### config.mk
export PLATFORM = sky130hd
export DESIGN_NAME = channel_scan_mux
export DESIGN_NICKNAME = d
export VERILOG_FILES = /design/src/rtl/chan_mux_pkg.sv /design/src/rtl/mask_next_channel.sv /design/src/rtl/channel_scan_mux.sv
export SDC_FILE = /design/constraint.sdc
export NUM_CORES = 1
export LEC_CHECK = 0
export BUFFER_PORTS_ARGS = -buffer_cell sky130_fd_sc_hd__buf_4
export CAP_MARGIN = 5
export CELL_PAD_IN_SITES_DETAIL_PLACEMENT = 0
export CELL_PAD_IN_SITES_GLOBAL_PLACEMENT = 1
export CORE_ASPECT_RATIO = 0.5
export CORE_MARGIN = 1.5
export CORE_UTILIZATION = 50
export CTS_BUF_LIST = sky130_fd_sc_hd__clkbuf_16
export DETAILED_ROUTE_END_ITERATION = 12
export PLACE_DENSITY = 0.95
export REMOVE_ABC_BUFFERS = 1
export SLEW_MARGIN = 25
export SYNTH_ARGS = -nofsm -noshare
export SYNTH_HDL_FRONTEND = slang
export SYNTH_HIERARCHICAL = 1
export SYNTH_SLANG_ARGS = --single-unit
### constraint.sdc
create_clock -name clk -period 8.4 [get_ports clk]
set_clock_uncertainty 0.15 [all_clocks]
set_input_delay 1.68 -clock clk [delete_from_list [all_inputs] [get_ports clk]]
set_output_delay 1.68 -clock clk [all_outputs]
set_load 0.05 [all_outputs]
### src/rtl/chan_mux_pkg.sv
// Shared definitions for the channel scan multiplexer.
//   state_t     : controller states (IDLE, MANUAL, SCAN_LOAD, SCAN_RUN)
//   MODE_MANUAL : mode input value selecting manual channel select
//   MODE_SCAN   : mode input value selecting auto-scan
package chan_mux_pkg;

  typedef enum logic [1:0] {
    IDLE      = 2'd0,
    MANUAL    = 2'd1,
    SCAN_LOAD = 2'd2,
    SCAN_RUN  = 2'd3
  } state_t;

  localparam logic MODE_MANUAL = 1'b0;
  localparam logic MODE_SCAN   = 1'b1;

endpackage

### src/rtl/mask_next_channel.sv
// Combinational circular priority finder over a channel mask.
//   i_mask    : channel participation mask
//   i_start   : first index to examine (0..CHANNELS); CHANNELS means "wrap to 0"
//   o_next    : first set index found searching circularly from i_start
//   o_found   : at least one mask bit is set
//   o_wrapped : the found index lies below i_start (search went past the top)
module mask_next_channel #(
  parameter int CHANNELS = 8,
  parameter int IW       = $clog2(CHANNELS)
) (
  input  logic [CHANNELS-1:0] i_mask,
  input  logic [IW:0]         i_start,
  output logic [IW-1:0]       o_next,
  output logic                o_found,
  output logic                o_wrapped
);

  // Walk the offsets from the far end back to zero so the smallest offset
  // (the nearest set bit after i_start) is the last one to assign.
  always_comb begin
    o_next    = '0;
    o_found   = 1'b0;
    o_wrapped = 1'b0;
    for (int j = CHANNELS - 1; j >= 0; j--) begin
      int idx;
      idx = int'(i_start) + j;
      if (idx >= CHANNELS) idx = idx - CHANNELS;
      if (i_mask[IW'(idx)]) begin
        o_next    = IW'(idx);
        o_found   = 1'b1;
        o_wrapped = (idx < int'(i_start));
      end
    end
  end

endmodule

### src/rtl/channel_scan_mux.sv
// Registered N:1 channel selector with manual select and auto-scan modes.
//   clk, rst_n   : rising-edge clock, asynchronous active-low reset
//   in_data      : packed channels, channel k at [k*WIDTH +: WIDTH]
//   select       : manual channel index (out of range gives out_valid = 0)
//   mode         : 0 manual, 1 scan
//   channel_mask : channels taking part in the scan
//   enable       : block enable; low forces IDLE with zeroed outputs
//   out          : registered selected data
//   out_channel  : channel index driving out
//   out_valid    : out/out_channel are meaningful
//   scan_wrap    : pulse on the first output cycle after the scan pointer
//                  moves to a lower-or-equal index
module channel_scan_mux #(
  parameter int WIDTH    = 1,
  parameter int CHANNELS = 8,
  parameter int DWELL    = 4,
  parameter int SEL_W    = $clog2(CHANNELS)
) (
  input  logic                      clk,
  input  logic                      rst_n,
  input  logic [CHANNELS*WIDTH-1:0] in_data,
  input  logic [SEL_W-1:0]          select,
  input  logic                      mode,
  input  logic [CHANNELS-1:0]       channel_mask,
  input  logic                      enable,
  output logic [WIDTH-1:0]          out,
  output logic [SEL_W-1:0]          out_channel,
  output logic                      out_valid,
  output logic                      scan_wrap
);
  import chan_mux_pkg::*;

  localparam int CUR_W  = $clog2(CHANNELS);
  localparam int DCNT_W = (DWELL > 1) ? $clog2(DWELL) : 1;
  localparam logic [DCNT_W-1:0] DWELL_LAST = DCNT_W'(DWELL - 1);

  state_t             r_state;
  logic [CUR_W-1:0]   r_cur;
  logic [DCNT_W-1:0]  r_dcnt;
  logic               r_wrap_pend;
  logic [WIDTH-1:0]   r_out;
  logic [SEL_W-1:0]   r_out_channel;
  logic               r_out_valid;
  logic               r_scan_wrap;

  logic [WIDTH-1:0]   w_ch [CHANNELS];
  logic               w_sel_ok;
  logic [CUR_W-1:0]   w_sel_idx;
  logic [CUR_W-1:0]   w_lo_idx;
  logic               w_lo_found;
  logic               w_lo_wrapped;
  logic [CUR_W:0]     w_adv_start;
  logic [CUR_W-1:0]   w_adv_idx;
  logic               w_adv_found;
  logic               w_adv_wrapped;
  logic [1:0]         w_unused_flags;

  for (genvar k = 0; k < CHANNELS; k++) begin : g_unpack
    assign w_ch[k] = in_data[k*WIDTH +: WIDTH];
  end

  assign w_sel_ok    = (int'(select) < CHANNELS);
  assign w_sel_idx   = CUR_W'(select);
  assign w_adv_start = {1'b0, r_cur} + (CUR_W+1)'(1);

  // Lowest enabled channel, used when a scan is (re)started.
  mask_next_channel #(.CHANNELS(CHANNELS), .IW(CUR_W)) u_lowest (
    .i_mask    (channel_mask),
    .i_start   ('0),
    .o_next    (w_lo_idx),
    .o_found   (w_lo_found),
    .o_wrapped (w_lo_wrapped)
  );

  // Next enabled channel after cur; wrapped means the new index is <= cur.
  mask_next_channel #(.CHANNELS(CHANNELS), .IW(CUR_W)) u_advance (
    .i_mask    (channel_mask),
    .i_start   (w_adv_start),
    .o_next    (w_adv_idx),
    .o_found   (w_adv_found),
    .o_wrapped (w_adv_wrapped)
  );

  // A non-empty mask always yields a hit, so these flags carry no new information.
  assign w_unused_flags = {w_lo_wrapped, w_adv_found};

  // An empty scan mask parks the block in IDLE (cur/dcnt held) so that the
  // first non-empty mask goes through a fresh SCAN_LOAD. A wrap is detected
  // when cur moves, but reported one edge later, when the wrapped-to channel
  // first reaches out.
  always_ff @(posedge clk or negedge rst_n) begin
    if (!rst_n) begin
      r_state       <= IDLE;
      r_cur         <= '0;
      r_dcnt        <= '0;
      r_wrap_pend   <= 1'b0;
      r_out         <= '0;
      r_out_channel <= '0;
      r_out_valid   <= 1'b0;
      r_scan_wrap   <= 1'b0;
    end else begin
      r_scan_wrap <= 1'b0;
      if (!enable) begin
        r_state       <= IDLE;
        r_out         <= '0;
        r_out_channel <= '0;
        r_out_valid   <= 1'b0;
        r_wrap_pend   <= 1'b0;
      end else if (mode == MODE_MANUAL) begin
        r_state       <= MANUAL;
        r_out_channel <= select;
        r_wrap_pend   <= 1'b0;
        if (w_sel_ok) begin
          r_out       <= w_ch[w_sel_idx];
          r_out_valid <= 1'b1;
        end else begin
          r_out       <= '0;
          r_out_valid <= 1'b0;
        end
      end else if (!w_lo_found) begin
        r_state       <= IDLE;
        r_out         <= '0;
        r_out_channel <= '0;
        r_out_valid   <= 1'b0;
        r_wrap_pend   <= 1'b0;
      end else if (r_state == IDLE || r_state == MANUAL) begin
        r_state       <= SCAN_LOAD;
        r_cur         <= w_lo_idx;
        r_dcnt        <= '0;
        r_out         <= '0;
        r_out_channel <= '0;
        r_out_valid   <= 1'b0;
        r_wrap_pend   <= 1'b0;
      end else if (!channel_mask[r_cur]) begin
        // Current channel dropped out of the mask: skip it without output.
        r_state       <= SCAN_RUN;
        r_cur         <= w_adv_idx;
        r_dcnt        <= '0;
        r_out         <= '0;
        r_out_channel <= '0;
        r_out_valid   <= 1'b0;
        r_wrap_pend   <= w_adv_wrapped;
      end else begin
        r_state       <= SCAN_RUN;
        r_out         <= w_ch[r_cur];
        r_out_channel <= SEL_W'(r_cur);
        r_out_valid   <= 1'b1;
        r_scan_wrap   <= r_wrap_pend;
        r_wrap_pend   <= 1'b0;
        if (r_dcnt == DWELL_LAST) begin
          r_cur       <= w_adv_idx;
          r_dcnt      <= '0;
          r_wrap_pend <= w_adv_wrapped;
        end else begin
          r_dcnt <= r_dcnt + 1'b1;
        end
      end
    end
  end

  assign out         = r_out;
  assign out_channel = r_out_channel;
  assign out_valid   = r_out_valid;
  assign scan_wrap   = r_scan_wrap;

endmodule

==> impl_metrics.csv <==
group,metric,value,unit
clocking,clock_sinks,13,
clocking,cts_setup_buffers,0,
clocking,tritoncts,"built",
timing,finalMaxSlewViolations,0,
route,finalWirelength,8880,µm
timing,finalSetupViolations,0,
timing,relSlewSlack,51.2,%
finish,diodes,0,
route,vias_per_cell,6.61,
outcome,status,"finished, final reports clean",
timing,whs,0.362,ns
timing,setup_tns,0,ns
hold_path,hold_depth,1,
die,coreArea,6730,µm²
timing,fmax,207,MHz
logic_synthesis,postSynthAreaPerCell,9.06,µm²
clocking,numCtsBuffers,3,
hold_path,min_to,"scan_wrap",
die,dieArea,7530,µm²
setup_path,crit_arrival,4.82,ns
clocking,path_clk_slew,0.05,ns
finish,final_cell_mix,"ha_1 (37), nand2_1 (33), buf_4 (30), a21oi_1 (28), mux4_2 (28)",
setup_path,r2r_end,"r_cur[1]",
route,wl_per_cell,17.9,µm
clocking,cts_hold_buffers,0,
route,remaining_drc_errors,0,
clocking,h-tree-depth,1,
timing,worst_slack,3.58,ns
hold_path,worstHoldStart,"r_wrap_pend",
die,top_level_ports,29,
timing,tightest_slew,0.732,ns
clocking,ctsLongestPathBuffers,2,
placement,detailedPlace.worstSlack,3.66,ns
placement,place_hpwl,6450,µm
setup_path,crit_fanout,18,
die,rows,21,
route,dr.pass1.iters,5,
global_route,grt_remaining_overflow,0,
setup_path,reg2reg_depth,12,
setup_path,startpoint_type,"flip-flop",
clocking,insertion_delay,0.24,ns
placement,portBuffers,28,
logic_synthesis,synth_warnings,6,
die,dieHeight,62.1,µm
global_route,grt_antenna_before_repair,0,
finish,drive_gt1_share,20.3,%
timing,rsz0062_at_grt,"no",
setup_path,timing.rr.start,"r_cur[0]",
placement,gp_congestion,0.891,
global_route,grt_max_degree,26,
placement,dp_cells,491,
global_route,grt_pass1_wl,14900,µm
route,ant_nets,0,
setup_path,endpoint_kind,"flip-flop",
route,dr_total_vias,3274,
finish,final_common_cell,"ha_1",
timing,min_period,4.82,ns
clocking,cts_resized,0,
job,cap_viol_max_count,0,
logic_synthesis,netlist_area,3500,µm²
global_route,grt_usage,24.0,%
logic_synthesis,syn_inst,386,
setup_path,crit_type,"flip-flop to flip-flop",
finish,stdcell_count,495,
hold_path,hp-class,"flip-flop to flip-flop",
finish,syn2layout_area_growth,9.16,%
timing,hold_viol_final,0,
setup_path,required,8.40,ns
global_route,first_global_vias,3240,
timing,period_share,57.4,%
die,die_w,121,µm
die,initial_utilization,52.0,%
route,drt-initial-drc-count,282,
clocking,clockRootBuffer,"clkbuf_16",
setup_path,ff2ff_setup_slack,3.58,ns
finish,nNetsFinal,464,
-- worst max-delay path, stage by stage, from the launching register on --
cell	delay, ns
dfrtp_1	0.55
ha_1	0.87
inv_1	0.34
ha_1	0.69
mux4_1	0.43
mux2_2	0.30
or2_2	0.29
nor3_1	0.18
nor4_1	0.09
o21ai_0	0.30
o22ai_1	0.16
a21o_1	0.21
nor3_1	0.16
-- area by class of cell --
type                       instances  area [µm²]
clock buffer                       3        75.1
clock inverter                     1        3.75
fill                             588        2910
inverter                          22        82.6
multi-input combinational        334        2990
sequential                        13         325
tap                               92         115
timing repair buffer              30         225
-- worst max-delay path by stage --
stage | start | depth (start not counted) | slack, ns | to
2_1_floorplan | r_cur[0] | 17 | 3.40 | r_wrap_pend
3_3_place_gp | r_cur[0] | 16 | 3.88 | r_wrap_pend
3_5_place_dp | r_cur[0] | 16 | 3.66 | r_wrap_pend
4_1_cts | r_cur[0] | 16 | 3.64 | r_wrap_pend
5_1_grt | r_cur[0] | 16 | 3.24 | r_wrap_pend
6_report | r_cur[0] | 12 | 3.58 | r_cur[1]
-- registers in the layout (all words and copies together), names as in the netlist --
register / cells
out_channel: 3
r_cur: 3
r_dcnt: 2
out: 1
out_valid: 1
r_state: 1
r_wrap_pend: 1
scan_wrap: 1
-- through the flow --
step | util [%] | area (µm²)
global placement | 55.6 | 3740
global route | 56.7 | 3820
floorplan | - | 3400
finish | 56.7 | 3820
detailed placement | 55.6 | 3740
CTS | 56.7 | 3820
-- metal layers --
layer,track usage (%),vias up,wire [µm]
met3,2.57,13,519
met2,43.5,145,4400
met1,30.7,1602,3880
li1,-,1514,-
met5,0,-,0
met4,6.03,0,83
Power is left out: the tool's default activity adds up to more than one toggle a clock period on the data nets, which glitch-free logic cannot reach.
